==> config.mk <==
export PLATFORM = sky130hd
export DESIGN_NAME = axi4lite_slave_regfile_flat
export DESIGN_NICKNAME = d
export VERILOG_FILES = /design/src/rtl/axi4lite_pkg.sv /design/src/rtl/axi4lite_slave_regfile_if.sv /design/src/rtl/axi4lite_regfile_core.sv /design/src/rtl/axi4lite_slave_regfile.sv /design/src/flat_wrapper.sv
export SDC_FILE = /design/constraint.sdc
export NUM_CORES = 1
export LEC_CHECK = 0
export BUFFER_PORTS_ARGS = -buffer_cell sky130_fd_sc_hd__buf_2
export CORE_AREA = 5 5 254 256
export CTS_CLUSTER_SIZE = 30
export DETAILED_ROUTE_END_ITERATION = 7
export DIE_AREA = 0 0 259 261
export PLACE_DENSITY_LB_ADDON = 0.2
export SYNTH_ARGS = -nofsm -noshare
export SYNTH_HDL_FRONTEND = slang
export SYNTH_HIERARCHICAL = 1
export SYNTH_SLANG_ARGS = --single-unit
export TNS_END_PERCENT = 20
==> constraint.sdc <==
create_clock -name axi_clk -period 4.14 [get_ports axi_clk]
set_input_delay 0.414 -clock axi_clk [delete_from_list [all_inputs] [get_ports axi_clk]]
set_output_delay 0.414 -clock axi_clk [all_outputs]
set_load 0.005 [all_outputs]
==> src/rtl/axi4lite_pkg.sv <==
// axi4lite_pkg
// Shared AXI4-Lite definitions: response codes and the register-window
// range check. The core's AXI bridge reuses the response constants.
package axi4lite_pkg;

    localparam logic [1:0] RESP_OKAY   = 2'b00;
    localparam logic [1:0] RESP_SLVERR = 2'b10;

    // True when a byte address falls inside a window of nregs 32-bit registers.
    // The address is widened to 64 bits so any bus address width up to 64 fits.
    function automatic logic addr_in_range(input logic [63:0] addr, input int unsigned nregs);
        logic [63:0] limit_s;
        limit_s = 64'(nregs) << 2;
        return (addr < limit_s);
    endfunction

endpackage

==> src/rtl/axi4lite_slave_regfile_if.sv <==
// axi4lite_slave_regfile_if
// AXI4-Lite bus bundle between the core's AXI bridge (master) and the
// register file (slave).
//   AW: s_awaddr, s_awprot, s_awvalid -> / <- s_awready
//   W : s_wdata, s_wstrb, s_wvalid    -> / <- s_wready
//   B : <- s_bresp, s_bvalid          /  s_bready ->
//   AR: s_araddr, s_arprot, s_arvalid -> / <- s_arready
//   R : <- s_rdata, s_rresp, s_rvalid /  s_rready ->
interface axi4lite_slave_regfile_if #(
    parameter int ADDR_WIDTH = 32,
    parameter int DATA_WIDTH = 32
);
    localparam int STRB_WIDTH = DATA_WIDTH / 8;

    logic [ADDR_WIDTH-1:0] s_awaddr;
    logic [2:0]            s_awprot;
    logic                  s_awvalid;
    logic                  s_awready;
    logic [DATA_WIDTH-1:0] s_wdata;
    logic [STRB_WIDTH-1:0] s_wstrb;
    logic                  s_wvalid;
    logic                  s_wready;
    logic [1:0]            s_bresp;
    logic                  s_bvalid;
    logic                  s_bready;
    logic [ADDR_WIDTH-1:0] s_araddr;
    logic [2:0]            s_arprot;
    logic                  s_arvalid;
    logic                  s_arready;
    logic [DATA_WIDTH-1:0] s_rdata;
    logic [1:0]            s_rresp;
    logic                  s_rvalid;
    logic                  s_rready;

    modport master (
        output s_awaddr, s_awprot, s_awvalid, s_wdata, s_wstrb, s_wvalid, s_bready,
               s_araddr, s_arprot, s_arvalid, s_rready,
        input  s_awready, s_wready, s_bresp, s_bvalid, s_arready, s_rdata, s_rresp, s_rvalid
    );

    modport slave (
        input  s_awaddr, s_awprot, s_awvalid, s_wdata, s_wstrb, s_wvalid, s_bready,
               s_araddr, s_arprot, s_arvalid, s_rready,
        output s_awready, s_wready, s_bresp, s_bvalid, s_arready, s_rdata, s_rresp, s_rvalid
    );

endinterface

==> src/rtl/axi4lite_regfile_core.sv <==
// axi4lite_regfile_core
// Register array with one byte-strobed write port, one combinational read
// port and the whole array flattened onto regs_q.
//   axi_clk, axi_arstn : clock, async active-low reset (clears all registers)
//   wr_en/wr_idx/wr_data/wr_strb : write port, applied on the rising edge
//   rd_idx/rd_data     : combinational read port
//   regs_q             : register i at bits [i*DATA_WIDTH +: DATA_WIDTH]
module axi4lite_regfile_core #(
    parameter int DATA_WIDTH = 32,
    parameter int NUM_REGS   = 16
) (
    input  logic                           axi_clk,
    input  logic                           axi_arstn,
    input  logic                           wr_en,
    input  logic [$clog2(NUM_REGS)-1:0]    wr_idx,
    input  logic [DATA_WIDTH-1:0]          wr_data,
    input  logic [DATA_WIDTH/8-1:0]        wr_strb,
    input  logic [$clog2(NUM_REGS)-1:0]    rd_idx,
    output logic [DATA_WIDTH-1:0]          rd_data,
    output logic [NUM_REGS*DATA_WIDTH-1:0] regs_q
);
    localparam int STRB_WIDTH = DATA_WIDTH / 8;

    logic [DATA_WIDTH-1:0] mem_r [NUM_REGS];

    // Register storage: cleared by reset, bytes replaced only where strobed
    always_ff @(posedge axi_clk or negedge axi_arstn) begin
        if (!axi_arstn) begin
            for (int i = 0; i < NUM_REGS; i++) begin
                mem_r[i] <= '0;
            end
        end else if (wr_en) begin
            for (int k = 0; k < STRB_WIDTH; k++) begin
                if (wr_strb[k]) begin
                    mem_r[wr_idx][k*8 +: 8] <= wr_data[k*8 +: 8];
                end
            end
        end
    end

    // NUM_REGS is a power of two, so every index value names a real register
    assign rd_data = mem_r[rd_idx];

    for (genvar g = 0; g < NUM_REGS; g++) begin : g_flat
        assign regs_q[g*DATA_WIDTH +: DATA_WIDTH] = mem_r[g];
    end

endmodule

==> src/rtl/axi4lite_slave_regfile.sv <==
// axi4lite_slave_regfile
// AXI4-Lite slave exposing NUM_REGS 32-bit read/write registers.
//   axi_clk, axi_arstn : clock, async active-low reset
//   s_axi              : AXI4-Lite slave bus (AW/W/B/AR/R)
//   regs_q             : live register contents, register i at [i*32 +: 32]
// AW and W each have a one-entry holding buffer; a write commits on the edge
// after both are full. Reads are captured into rdata on the AR handshake.
module axi4lite_slave_regfile
    import axi4lite_pkg::*;
#(
    parameter int ADDR_WIDTH = 32,
    parameter int DATA_WIDTH = 32,
    parameter int STRB_WIDTH = DATA_WIDTH / 8,
    parameter int NUM_REGS   = 16
) (
    input  logic                           axi_clk,
    input  logic                           axi_arstn,
    axi4lite_slave_regfile_if.slave        s_axi,
    output logic [NUM_REGS*DATA_WIDTH-1:0] regs_q
);
    localparam int IDX_W = $clog2(NUM_REGS);

    logic                  rst_done_r;
    logic                  aw_full_r;
    logic                  w_full_r;
    logic [ADDR_WIDTH-1:0] aw_addr_r;
    logic [DATA_WIDTH-1:0] w_data_r;
    logic [STRB_WIDTH-1:0] w_strb_r;
    logic                  bvalid_r;
    logic [1:0]            bresp_r;
    logic                  rvalid_r;
    logic [1:0]            rresp_r;
    logic [DATA_WIDTH-1:0] rdata_r;

    logic                  awready_s;
    logic                  wready_s;
    logic                  arready_s;
    logic                  aw_hs_s;
    logic                  w_hs_s;
    logic                  ar_hs_s;
    logic                  commit_s;
    logic                  aw_in_range_s;
    logic                  ar_in_range_s;
    logic                  wr_en_s;
    logic [DATA_WIDTH-1:0] core_rdata_s;
    logic                  unused_prot_s;

    // Readies come only from state flops, never from the valids
    assign awready_s     = rst_done_r & ~aw_full_r & ~bvalid_r;
    assign wready_s      = rst_done_r & ~w_full_r & ~bvalid_r;
    assign arready_s     = rst_done_r & ~rvalid_r;
    assign aw_hs_s       = s_axi.s_awvalid & awready_s;
    assign w_hs_s        = s_axi.s_wvalid & wready_s;
    assign ar_hs_s       = s_axi.s_arvalid & arready_s;
    assign commit_s      = aw_full_r & w_full_r;
    assign aw_in_range_s = addr_in_range(64'(aw_addr_r), NUM_REGS);
    assign ar_in_range_s = addr_in_range(64'(s_axi.s_araddr), NUM_REGS);
    assign wr_en_s       = commit_s & aw_in_range_s;
    assign unused_prot_s = ^{s_axi.s_awprot, s_axi.s_arprot};

    // Readies stay low for the first edge after reset release
    always_ff @(posedge axi_clk or negedge axi_arstn) begin
        if (!axi_arstn) begin
            rst_done_r <= 1'b0;
        end else begin
            rst_done_r <= 1'b1;
        end
    end

    // Write-address holding buffer; handshake and commit are mutually exclusive
    always_ff @(posedge axi_clk or negedge axi_arstn) begin
        if (!axi_arstn) begin
            aw_full_r <= 1'b0;
            aw_addr_r <= '0;
        end else if (aw_hs_s) begin
            aw_full_r <= 1'b1;
            aw_addr_r <= s_axi.s_awaddr;
        end else if (commit_s) begin
            aw_full_r <= 1'b0;
        end
    end

    // Write-data holding buffer
    always_ff @(posedge axi_clk or negedge axi_arstn) begin
        if (!axi_arstn) begin
            w_full_r <= 1'b0;
            w_data_r <= '0;
            w_strb_r <= '0;
        end else if (w_hs_s) begin
            w_full_r <= 1'b1;
            w_data_r <= s_axi.s_wdata;
            w_strb_r <= s_axi.s_wstrb;
        end else if (commit_s) begin
            w_full_r <= 1'b0;
        end
    end

    // Write response: raised on commit, held until the master takes it
    always_ff @(posedge axi_clk or negedge axi_arstn) begin
        if (!axi_arstn) begin
            bvalid_r <= 1'b0;
            bresp_r  <= RESP_OKAY;
        end else if (commit_s) begin
            bvalid_r <= 1'b1;
            bresp_r  <= aw_in_range_s ? RESP_OKAY : RESP_SLVERR;
        end else if (bvalid_r & s_axi.s_bready) begin
            bvalid_r <= 1'b0;
        end
    end

    // Read response: data sampled on the AR handshake (pre-write on collision)
    always_ff @(posedge axi_clk or negedge axi_arstn) begin
        if (!axi_arstn) begin
            rvalid_r <= 1'b0;
            rresp_r  <= RESP_OKAY;
            rdata_r  <= '0;
        end else if (ar_hs_s) begin
            rvalid_r <= 1'b1;
            rresp_r  <= ar_in_range_s ? RESP_OKAY : RESP_SLVERR;
            rdata_r  <= ar_in_range_s ? core_rdata_s : '0;
        end else if (rvalid_r & s_axi.s_rready) begin
            rvalid_r <= 1'b0;
        end
    end

    axi4lite_regfile_core #(
        .DATA_WIDTH (DATA_WIDTH),
        .NUM_REGS   (NUM_REGS)
    ) u_core (
        .axi_clk   (axi_clk),
        .axi_arstn (axi_arstn),
        .wr_en     (wr_en_s),
        .wr_idx    (aw_addr_r[IDX_W+1:2]),
        .wr_data   (w_data_r),
        .wr_strb   (w_strb_r),
        .rd_idx    (s_axi.s_araddr[IDX_W+1:2]),
        .rd_data   (core_rdata_s),
        .regs_q    (regs_q)
    );

    assign s_axi.s_awready = awready_s;
    assign s_axi.s_wready  = wready_s;
    assign s_axi.s_bvalid  = bvalid_r;
    assign s_axi.s_bresp   = bresp_r;
    assign s_axi.s_arready = arready_s;
    assign s_axi.s_rvalid  = rvalid_r;
    assign s_axi.s_rresp   = rresp_r;
    assign s_axi.s_rdata   = rdata_r;

endmodule

==> src/flat_wrapper.sv <==
// flat-port wrapper written by rule: the top's interface ports become plain ports
module axi4lite_slave_regfile_flat import axi4lite_pkg::*;
#(
    parameter int ADDR_WIDTH = 32,
    parameter int DATA_WIDTH = 32,
    parameter int STRB_WIDTH = DATA_WIDTH / 8,
    parameter int NUM_REGS   = 16
)
  (axi_clk, axi_arstn, regs_q, s_axi_s_awaddr, s_axi_s_awprot, s_axi_s_awvalid, s_axi_s_wdata, s_axi_s_wstrb, s_axi_s_wvalid, s_axi_s_bready, s_axi_s_araddr, s_axi_s_arprot, s_axi_s_arvalid, s_axi_s_rready, s_axi_s_awready, s_axi_s_wready, s_axi_s_bresp, s_axi_s_bvalid, s_axi_s_arready, s_axi_s_rdata, s_axi_s_rresp, s_axi_s_rvalid);
  axi4lite_slave_regfile_if #(.ADDR_WIDTH(ADDR_WIDTH), .DATA_WIDTH(DATA_WIDTH)) s_axi_i ();
  input  logic axi_clk;
  input  logic axi_arstn;
  output logic [NUM_REGS*DATA_WIDTH-1:0] regs_q;
  input wire logic [$bits(s_axi_i.s_awaddr)-1:0] s_axi_s_awaddr;
  input wire logic [$bits(s_axi_i.s_awprot)-1:0] s_axi_s_awprot;
  input wire logic [$bits(s_axi_i.s_awvalid)-1:0] s_axi_s_awvalid;
  input wire logic [$bits(s_axi_i.s_wdata)-1:0] s_axi_s_wdata;
  input wire logic [$bits(s_axi_i.s_wstrb)-1:0] s_axi_s_wstrb;
  input wire logic [$bits(s_axi_i.s_wvalid)-1:0] s_axi_s_wvalid;
  input wire logic [$bits(s_axi_i.s_bready)-1:0] s_axi_s_bready;
  input wire logic [$bits(s_axi_i.s_araddr)-1:0] s_axi_s_araddr;
  input wire logic [$bits(s_axi_i.s_arprot)-1:0] s_axi_s_arprot;
  input wire logic [$bits(s_axi_i.s_arvalid)-1:0] s_axi_s_arvalid;
  input wire logic [$bits(s_axi_i.s_rready)-1:0] s_axi_s_rready;
  output wire logic [$bits(s_axi_i.s_awready)-1:0] s_axi_s_awready;
  output wire logic [$bits(s_axi_i.s_wready)-1:0] s_axi_s_wready;
  output wire logic [$bits(s_axi_i.s_bresp)-1:0] s_axi_s_bresp;
  output wire logic [$bits(s_axi_i.s_bvalid)-1:0] s_axi_s_bvalid;
  output wire logic [$bits(s_axi_i.s_arready)-1:0] s_axi_s_arready;
  output wire logic [$bits(s_axi_i.s_rdata)-1:0] s_axi_s_rdata;
  output wire logic [$bits(s_axi_i.s_rresp)-1:0] s_axi_s_rresp;
  output wire logic [$bits(s_axi_i.s_rvalid)-1:0] s_axi_s_rvalid;
  assign s_axi_i.s_awaddr = s_axi_s_awaddr;
  assign s_axi_i.s_awprot = s_axi_s_awprot;
  assign s_axi_i.s_awvalid = s_axi_s_awvalid;
  assign s_axi_i.s_wdata = s_axi_s_wdata;
  assign s_axi_i.s_wstrb = s_axi_s_wstrb;
  assign s_axi_i.s_wvalid = s_axi_s_wvalid;
  assign s_axi_i.s_bready = s_axi_s_bready;
  assign s_axi_i.s_araddr = s_axi_s_araddr;
  assign s_axi_i.s_arprot = s_axi_s_arprot;
  assign s_axi_i.s_arvalid = s_axi_s_arvalid;
  assign s_axi_i.s_rready = s_axi_s_rready;
  assign s_axi_s_awready = s_axi_i.s_awready;
  assign s_axi_s_wready = s_axi_i.s_wready;
  assign s_axi_s_bresp = s_axi_i.s_bresp;
  assign s_axi_s_bvalid = s_axi_i.s_bvalid;
  assign s_axi_s_arready = s_axi_i.s_arready;
  assign s_axi_s_rdata = s_axi_i.s_rdata;
  assign s_axi_s_rresp = s_axi_i.s_rresp;
  assign s_axi_s_rvalid = s_axi_i.s_rvalid;
  axi4lite_slave_regfile #(.ADDR_WIDTH(ADDR_WIDTH), .DATA_WIDTH(DATA_WIDTH), .STRB_WIDTH(STRB_WIDTH), .NUM_REGS(NUM_REGS)) u_core (.axi_clk(axi_clk), .axi_arstn(axi_arstn), .s_axi(s_axi_i), .regs_q(regs_q));
endmodule
==> impl_metrics.env, run 1 <==
export IMPL_nNetsFinal=2525
export IMPL_clock_skew_ns=0.0219
export IMPL_fin_tns_setup_ns=0
export IMPL_drc=0
export IMPL_ys_top_cells_by_count="dfrtp_1 (617), mux2_2 (568), mux4_2 (128), clkbuf_1 (71), nand2_1 (71)"
export IMPL_rows=92
export IMPL_htree_levels=3
export IMPL_grt_pass1_vias=19800
export IMPL_total_power_mw=15.1
export IMPL_tightestPinTransition_ns=1.17
export IMPL_root_buffer="clkbuf_16"
export IMPL_setup_viol=0
export IMPL_cts_tree="yes"
export IMPL_avgViaCountPerCell=5.69
export IMPL_use_met1=0.349
export IMPL_arrival_ns=3.90
export IMPL_finalHoldViolCount=0
export IMPL_wl_per_cell_um=28.6
export IMPL_ir_worst_vdd_uv=383
export IMPL_synth_edf_count=0
export IMPL_hold_class="in2reg"
export IMPL_synthFlopType="dfrtp_1"
export IMPL_syn_to_final_growth_pct=23.9
export IMPL_drt_first_pass_iters=5
export IMPL_synth_cell_type_count=42
export IMPL_design_die_area_um2=67600
export IMPL_p_leak_nw=18.3
export IMPL_ys_seq_area_frac=0.556
export IMPL_routed_via_count=18800
export IMPL_ys_seq_elements=617
export IMPL_max_cap_viol_count=0
export IMPL_p_per_area_nw_per_um2=439
export IMPL_required_ns=4.61
export IMPL_async_flop_share=1.00
export IMPL_yosys_top_cells_area="dfrtp_1 (56%), mux2_2 (23%), mux4_2 (10%)"
export IMPL_antenna_left=0
export IMPL_grt_use_total=0.272
export IMPL_start_util=0.446
export IMPL_cts_sinks=617
export IMPL_min_period_ns=3.43
export IMPL_netlist_instances=1764
export IMPL_post_place_ws_ns=0.710
export IMPL_stdcell_area_um2=34400
export IMPL_gp_congestion=0.865
export IMPL_syn_avg_cell_area_um2=15.8
export IMPL_worst_setup_path_end_kind="register"
export IMPL_rsz0062_at_grt="no"
export IMPL_grt_overflow=0
export IMPL_criticalPathCategory="reg2reg"
export IMPL_timing_final_crit_share=0.828
export IMPL_synth_cell_area_um2=27800
export IMPL_grt_pass1_wl_mm=138
export IMPL_port_buffers=653
export IMPL_drive_gt1_frac=0.638
export IMPL_relSlewSlack=0.217
export IMPL_drt_iter0_markers=1416
export IMPL_ys_warn_count=6
export IMPL_clock_latency_ns=0.61
export IMPL_fmax_mhz=292
export IMPL_die_y_um=261
export IMPL_clk_pin_slew_ns=0.06
export IMPL_cts_buffers=69
export IMPL_met3_usage=0.0757
export IMPL_busiest_layer="met2"
export IMPL_yosys_area_top_type="dfrtp_1"
export IMPL_core_area_um2=62300
export IMPL_status="finished, final reports clean"
export IMPL_stdcell_count=3311
export IMPL_yosysTopAreaCellShare=0.556
export IMPL_clockBufferDepth=3
export IMPL_place_area_um2=32000
export IMPL_grtUsageMet2=0.448
export IMPL_cp_max_fo=16
export IMPL_yosysMostFrequentCell="dfrtp_1"
export IMPL_totalWireLength_mm=94.7
export IMPL_io_pins=666
export IMPL_finalMaxSlewViolations=0
export IMPL_grt_max_degree=93
export IMPL_cts_setup_buffers=0
export IMPL_critPathLaunchType="register"
export IMPL_worst_slack_ns=0.712
export IMPL_die_w_um=259
export IMPL_dp_hpwl_mm=68.0
export IMPL_place_inst=3184
export IMPL_antenna_found_initial=8
-- state kept, by name, summed over array words and instances (netlist names) --
signal	flops
u_core/u_core/regs_q	512
u_core/s_axi.s_rdata	32
u_core/w_data_r	32
u_core/aw_addr_r	30
u_core/w_strb_r	4
u_core/aw_full_r	1
u_core/rst_done_r	1
u_core/s_axi.s_bresp	1
u_core/s_axi.s_bvalid	1
u_core/s_axi.s_rresp	1
u_core/s_axi.s_rvalid	1
u_core/w_full_r	1
-- what timing repair did --
| action | CTS | global route |
|---|---|---|
| hold buffers | 3 | 0 |
| gates resized for setup | 0 | 0 |
| endpoints found under the hold margin | 80 | 0 |
| endpoints found under the setup margin | 0 | 0 |
-- through the flow --
step / hold slack (ns) / utilization
finish: 0.0413 / 0.553
global route: 0.0195 / 0.553
CTS: 0.00177 / 0.553
detailed placement: 0.455 / 0.514
global placement: 0.453 / 0.514
floorplan: 0.118 / -
-- power by group --
part	switching, mW	internal, mW	total, mW	leakage (nW)
clock	2.48	3.80	6.28	1.17
combinational	0.792	0.571	1.36	8.63
sequential	1.11	6.36	7.47	8.46
total	4.38	10.7	15.1	18.3
-- per-layer routing --
metal	up-vias	routed length, um
li1	7898	-
met1	9994	37500
met2	732	45900
met3	193	7170
met4	12	4000
met5	-	80
-- cells in the final DEF (no fill, tap or decap), types with 5 or more instances in the layout --
master | netlist | final
buf_2 | 29 | 650
dfrtp_1 | 617 | 617
mux2_2 | 568 | 568
mux4_2 | 128 | 128
clkbuf_16 | 0 | 73
nand2_1 | 71 | 71
a22oi_1 | 64 | 64
inv_1 | 35 | 35
o41ai_1 | 32 | 32
buf_4 | 7 | 26
nor2_4 | 23 | 24
clkbuf_8 | 0 | 23
nor2_8 | 13 | 13
clkbuf_1 | 71 | 12
nor4_1 | 11 | 11
mux2_1 | 10 | 10
buf_12 | 0 | 9
nor2_2 | 9 | 9
clkinv_2 | 0 | 8
nand2_2 | 6 | 6
nand4b_4 | 6 | 6
nand2b_1 | 7 | 5
-- critical path, cell delays in order (launching register included) --
cell and delay [ns]:
dfrtp_1 0.37, or4_1 0.53, or4_1 0.52, nor3_2 0.19, buf_4 0.39, nand4b_1 0.34, or3_1 0.61, mux2_2 0.35
-- area by class of cell --
type	instances	area [um2]
Antenna cell	1	2.50
Clock buffer	107	2170
Clock inverter	16	188
Fill cell	5190	27800
Inverter	35	131
Multi-Input combinational cell	998	11700
Sequential cell	617	15400
Tap cell	846	1060
Timing Repair Buffer	691	3700
-- worst paths after layout --
check,startpoint,end,slack [ns],depth (start not counted)
worst min-delay path,s_axi_s_wdata[18],u_core/w_data_r[18],0.04,2
min in group asynchronous,axi_arstn,u_core/u_core/regs_q[130],0.44,2
worst min register to register,u_core/s_axi.s_rdata[5],u_core/s_axi.s_rdata[5],0.47,2
worst max-delay path,u_core/aw_addr_r[22],u_core/u_core/regs_q[62],0.71,7
worst max register to register,u_core/aw_addr_r[22],u_core/u_core/regs_q[62],0.71,7
max in group asynchronous,axi_arstn,u_core/u_core/regs_q[408],2.40,4
-- kinds of logic (layout without fill, tap and decap cells) --
family	after synthesis	after routing	synth area share
simple gates	187	187	0.0535
mux	706	706	0.338
other cells	2	4	0.000270
flops	617	617	0.556
buf+inv	150	849	0.0236
compound gates	102	102	0.0289
(Power assumes the default switching activity.)
==> run 2, diff against run 1 <==
==> constraint.sdc (replaced) <==
create_clock -name axi_clk -period 3.2 [get_ports axi_clk]
set_input_delay 0.32 -clock axi_clk [delete_from_list [all_inputs] [get_ports axi_clk]]
set_output_delay 0.32 -clock axi_clk [all_outputs]
set_load 0.005 [all_outputs]
==> run 2 against run 1 <==
  * Clock power grew 28%
  * Wire length is 1.0% higher
  * Critical path depth up 1
  * Utilization up 2.6 points
  * Critical path type unchanged
  * Largest cell class unchanged
  * Largest power group unchanged
==> impl_metrics.env, run 2 (same netlist as run 1, synthesis figures left out) <==
export IMPL_status="finished, final reports clean"
export IMPL_design_die_area_um2=67600
export IMPL_grt_max_degree=99
export IMPL_port_buffers=653
export IMPL_drt_iter0_markers=1400
export IMPL_grt_overflow=0
export IMPL_min_period_ns=3.08
export IMPL_cts_tree="yes"
export IMPL_htree_levels=3
export IMPL_start_util=0.446
export IMPL_grt_pass1_wl_mm=140
export IMPL_place_inst=3239
export IMPL_antenna_found_initial=4
export IMPL_core_area_um2=62300
export IMPL_setup_worst_path_start="u_core/aw_addr_r[22]"
export IMPL_clock_skew_ns=0.0194
export IMPL_stdcell_count=3435
export IMPL_totalWireLength_mm=95.6
export IMPL_grt_use_total=0.275
export IMPL_critPathLaunchType="register"
export IMPL_worst_setup_path_end_kind="register"
export IMPL_io_pins=666
export IMPL_rows=92
export IMPL_regArea_um2=15400
export IMPL_routed_via_count=19300
export IMPL_clk_pin_slew_ns=0.06
export IMPL_largest_reg_flops=512
export IMPL_relSlewSlack=0.196
export IMPL_final_cell_mix="buf_2 (650), dfrtp_1 (617), mux2_2 (568)"
export IMPL_rr_startpoint="u_core/aw_addr_r[22]"
export IMPL_final_common_cell="buf_2"
export IMPL_rsz0062_at_grt="no"
export IMPL_root_buffer="clkbuf_16"
export IMPL_timing_final_crit_share=0.962
export IMPL_fmax_mhz=325
export IMPL_fin_tns_setup_ns=0
export IMPL_multi_input_area_um2=11800
export IMPL_cp_max_fo=16
export IMPL_die_w_um=259
export IMPL_die_y_um=261
export IMPL_antenna_left=0
export IMPL_clockBufferDepth=3
export IMPL_gp_congestion=0.879
export IMPL_arrival_ns=3.54
export IMPL_dp_hpwl_mm=69.0
export IMPL_criticalPathCategory="reg2reg"
export IMPL_cts_sinks=617
export IMPL_max_cap_viol_count=0
export IMPL_hold_worst_slack_ns=0.0631
export IMPL_p_per_area_nw_per_um2=545
export IMPL_required_ns=3.66
export IMPL_drt_first_pass_iters=5
export IMPL_cts_buffers=69
export IMPL_finalHoldViolCount=0
export IMPL_syn_to_final_growth_pct=29.7
export IMPL_avgViaCountPerCell=5.62
export IMPL_hp_start="s_axi_s_wdata[15]"
export IMPL_ir_worst_vdd_uv=438
export IMPL_grt_pass1_vias=20300
export IMPL_p_leak_nw=19.0
export IMPL_drc=0
export IMPL_nNetsFinal=2651
export IMPL_wl_per_cell_um=27.8
export IMPL_tightestPinTransition_ns=1.21
export IMPL_fillers=4942
export IMPL_drive_gt1_frac=0.630
export IMPL_setup_viol=0
export IMPL_finalMaxSlewViolations=0
export IMPL_hold_class="in2reg"
export IMPL_clock_latency_ns=0.59
## run 2: cell count changes in the layout (fill, tap and decap cells not counted), moves of 2 or more
cell,previous run,this run
dlygate4sd3_1,3,68
buf_12,9,52
buf_4,26,44
clkbuf_8,23,14
clkinvlp_4,1,4
bufinv_16,3,5
clkbuf_1,12,14
clkinv_8,2,0
diode_2,1,3
nor4bb_1,2,0
nor4bb_2,0,2
## run 2: cell type report
type | count | share of cell area
repair buffers | 817 | 0.148
clock inverters | 19 | 0.00649
multi-input cells | 998 | 0.326
clock buffers | 100 | 0.0571
flip-flops and latches | 617 | 0.429
well taps | 846 | 0.0294
inverters | 35 | 0.00365
diodes | 3 | 0.000208
## run 2: power by group
group / leakage (nW) / switching (mW) / internal, mW
Combinational: 9.38 / 1.07 / 0.819
Clock: 1.12 / 3.18 / 4.86
Sequential: 8.46 / 1.47 / 8.23
## run 2: critical path: stages, from the launching register on
cell and delay [ns]:
dfrtp_1 0.37, or4_1 0.52, or4_1 0.55, nor3_4 0.22, buf_12 0.21, nor4bb_2 0.32
buf_4 0.19, nand2_2 0.19, mux2_2 0.38
## run 2: final timing paths
path / slack, ns / depth (start not counted) / endpoint
min in group asynchronous: 0.34 / 2 / u_core/u_core/regs_q[34]
setup reg to reg: 0.12 / 8 / u_core/u_core/regs_q[54]
max in group asynchronous: 1.75 / 3 / u_core/u_core/regs_q[496]
hold reg to reg: 0.47 / 2 / u_core/s_axi.s_rdata[16]
setup / recovery: 0.12 / 8 / u_core/u_core/regs_q[54]
hold / removal: 0.06 / 2 / u_core/w_data_r[15]
## run 2: what timing repair did
action                                 in CTS  in global routing
setup buffers                               0                  6
hold buffers                               68                  0
setup endpoints to repair                   0                147
gates resized for setup                     0                  3
endpoints found under the hold margin     151                  0
## run 2: metrics by stage
step	power [mW]	cell area (um2)	util	worst slack (ns)
2_1_floorplan	10.5	27800	-	0.164
3_3_place_gp	11.5	33000	0.530	0.00644
3_5_place_dp	11.6	33000	0.530	0.000286
4_1_cts	19.8	36000	0.577	0.00103
5_1_grt	20.4	36000	0.578	0.0110
6_report	19.6	36000	0.579	0.121
## run 2: per-layer routing
layer	track usage	part of all wire	up-vias
li1	-	-	8156
met1	0.351	0.39	10200
met2	0.458	0.50	768
met3	0.0734	0.078	171
met4	0.0946	0.035	4
met5	0	0.00024	-
==> run 3, diff against run 2 <==
--- a/config.mk
+++ b/config.mk
@@ -6,10 +6,11 @@
 export NUM_CORES = 1
 export LEC_CHECK = 0
 export BUFFER_PORTS_ARGS = -buffer_cell sky130_fd_sc_hd__buf_2
-export CORE_AREA = 5 5 254 256
+export CORE_AREA = 5 5 257 259
+export CTS_BUF_LIST = sky130_fd_sc_hd__clkbuf_4 sky130_fd_sc_hd__clkbuf_8
 export CTS_CLUSTER_SIZE = 30
 export DETAILED_ROUTE_END_ITERATION = 7
-export DIE_AREA = 0 0 259 261
+export DIE_AREA = 0 0 262 264
 export PLACE_DENSITY_LB_ADDON = 0.2
 export SYNTH_ARGS = -nofsm -noshare
 export SYNTH_HDL_FRONTEND = slang
==> run 3 against run 2 <==
  * Utilization decreased by 1.4 points
  * Via count increased by 0.95%
  * Clock skew increased by 0.012 ns
  * Register-to-register slack got worse by 0.05 ns
  * Maximum frequency decreased by 1.6%
  * Worst setup slack got worse by 0.050 ns
  * Sequential power decreased by 0.7%
==> impl_metrics.env, run 3 (same netlist as run 1, synthesis figures left out) <==
export IMPL_status="finished, final reports clean"
export IMPL_final_common_cell="buf_2"
export IMPL_criticalPathCategory="reg2reg"
export IMPL_root_buffer="clkbuf_8"
export IMPL_comb_power_share=0.102
export IMPL_design_die_area_um2=69200
export IMPL_grt_pass1_vias=20600
export IMPL_grt_overflow=0
export IMPL_drc=0
export IMPL_routed_via_count=19500
export IMPL_cts_tree="yes"
export IMPL_finish_utilization=0.564
export IMPL_rrSetupSlack_ns=0.07
export IMPL_die_y_um=264
export IMPL_grt_max_degree=76
export IMPL_nNetsFinal=2681
export IMPL_cp_cell_sequence="or4_1 > or4_1 > nor3_4 > buf_12 > nor4bb_1 > buf_4 > nand2_2 > mux2_2"
export IMPL_port_buffers=653
export IMPL_critPathLaunchType="register"
export IMPL_fmax_mhz=320
export IMPL_io_pins=666
export IMPL_htree_levels=3
export IMPL_gp_congestion=0.866
export IMPL_crit_slowest_cell="or4_1"
export IMPL_critical_path_top_delay_family="simple AND/OR/NAND/NOR gates"
export IMPL_power_frac_clock=0.399
export IMPL_finalMaxSlewViolations=0
export IMPL_start_util=0.437
export IMPL_crit_buf_inv=2
export IMPL_fin_tns_setup_ns=0
export IMPL_antenna_left=0
export IMPL_die_w_um=262
export IMPL_arrival_ns=3.70
export IMPL_place_inst=3247
export IMPL_internal_power_mw=13.5
export IMPL_hold_worst_slack_ns=0.226
export IMPL_p_per_area_nw_per_um2=537
export IMPL_netSwitchingFraction=0.302
export IMPL_drive_gt1_frac=0.643
export IMPL_slowest_delay_ns=0.55
export IMPL_grt_pass1_wl_mm=142
export IMPL_relSlewSlack=0.395
export IMPL_min_period_ns=3.13
export IMPL_seq_power_share=0.499
export IMPL_final_cell_mix="buf_2 (650), dfrtp_1 (617), mux2_2 (568)"
export IMPL_drt_first_pass_iters=8
export IMPL_cpMostUsedCell="or4_1"
export IMPL_p_sw_mw=5.82
export IMPL_rsz0062_at_grt="no"
export IMPL_tightestPinTransition_ns=0.908
export IMPL_cts_buffers=105
export IMPL_avgViaCountPerCell=5.56
export IMPL_totalWireLength_mm=97.0
export IMPL_cp_max_fo=16
export IMPL_hold_class="in2async"
export IMPL_clock_skew_ns=0.0310
export IMPL_grt_use_total=0.274
export IMPL_syn_to_final_growth_pct=29.2
export IMPL_largest_reg_flops=512
export IMPL_finalHoldViolCount=0
export IMPL_p_leak_nw=19.0
export IMPL_worst_setup_path_end_kind="register"
export IMPL_max_cap_viol_count=0
export IMPL_ir_worst_vdd_uv=503
export IMPL_antenna_found_initial=3
export IMPL_setup_viol=0
export IMPL_worst_slack_ns=0.0704
export IMPL_required_ns=3.77
export IMPL_cts_setup_buffers=0
export IMPL_clk_pin_slew_ns=0.06
export IMPL_dp_hpwl_mm=69.5
export IMPL_stdcell_count=3505
export IMPL_post_place_ws_ns=0.0338
export IMPL_drt_iter0_markers=1129
export IMPL_wl_per_cell_um=27.7
export IMPL_clock_latency_ns=0.70
export IMPL_core_area_um2=63600
export IMPL_timing_final_crit_share=0.978
export IMPL_clockBufferDepth=3
export IMPL_rows=93
export IMPL_cts_sinks=617
run 3: cell count changes in the layout (fill, tap and decap cells not counted), moves of 3 or more:
cell / change
buf_12: -9
bufinv_16: -3
clkbuf_1: -14
clkbuf_16: -73
clkbuf_4: +28
clkbuf_8: +127
clkinv_8: +3
clkinvlp_4: -4
run 3: final timing paths:
path | startpoint | cells past startpoint | end
max | u_core/aw_addr_r[22] | 8 | u_core/u_core/regs_q[76]
min | axi_arstn | 2 | u_core/u_core/regs_q[162]
max reg2reg | u_core/aw_addr_r[22] | 8 | u_core/u_core/regs_q[76]
min reg2reg | u_core/s_axi.s_rdata[2] | 2 | u_core/s_axi.s_rdata[2]
max in group asynchronous | axi_arstn | 3 | u_core/u_core/regs_q[139]
min in group axi_clk | s_axi_s_araddr[13] | 4 | u_core/s_axi.s_rdata[8]
run 3: what timing repair did:
item,CTS,global route
hold buffers,69,0
hold endpoints to repair,126,0
setup endpoints to repair,0,31
resized for setup,0,1
run 3: final cells by class:
class	count	area, um2
antenna	3	7.51
tap	855	1070
multi-input combinational	998	11700
timing repair buffer	811	5190
clock buffer	168	2140
clock inverter	18	189
fill	5262	27700
inverter	35	131
sequential	617	15400
run 3: per-layer routing:
metal / global-route usage / vias to the layer above / part of all wire
li1: - / 8246 / -
met2: 0.448 / 814 / 0.49
met5: 0 / - / 0
met4: 0.108 / 0 / 0.042
met3: 0.0726 / 180 / 0.078
met1: 0.352 / 10200 / 0.39
run 3: power groups by stage:
stage | Sequential [mW] | Combinational [mW] | Clock, mW
after floorplan | 8.78 | 1.73 | 0
after global placement | 9.67 | 1.89 | 0
after detailed placement | 9.72 | 1.94 | 0
after CTS | 9.58 | 2.01 | 7.88
after global routing | 9.71 | 2.12 | 8.24
final | 9.62 | 1.97 | 7.70
run 3: per-stage QoR:
stage               total power [mW]  instance area (um2)
global placement                11.6                32900
floorplan                       10.5                27800
finish                          19.3                35900
global route                    20.1                35900
detailed placement              11.7                32900
CTS                             19.5                35900
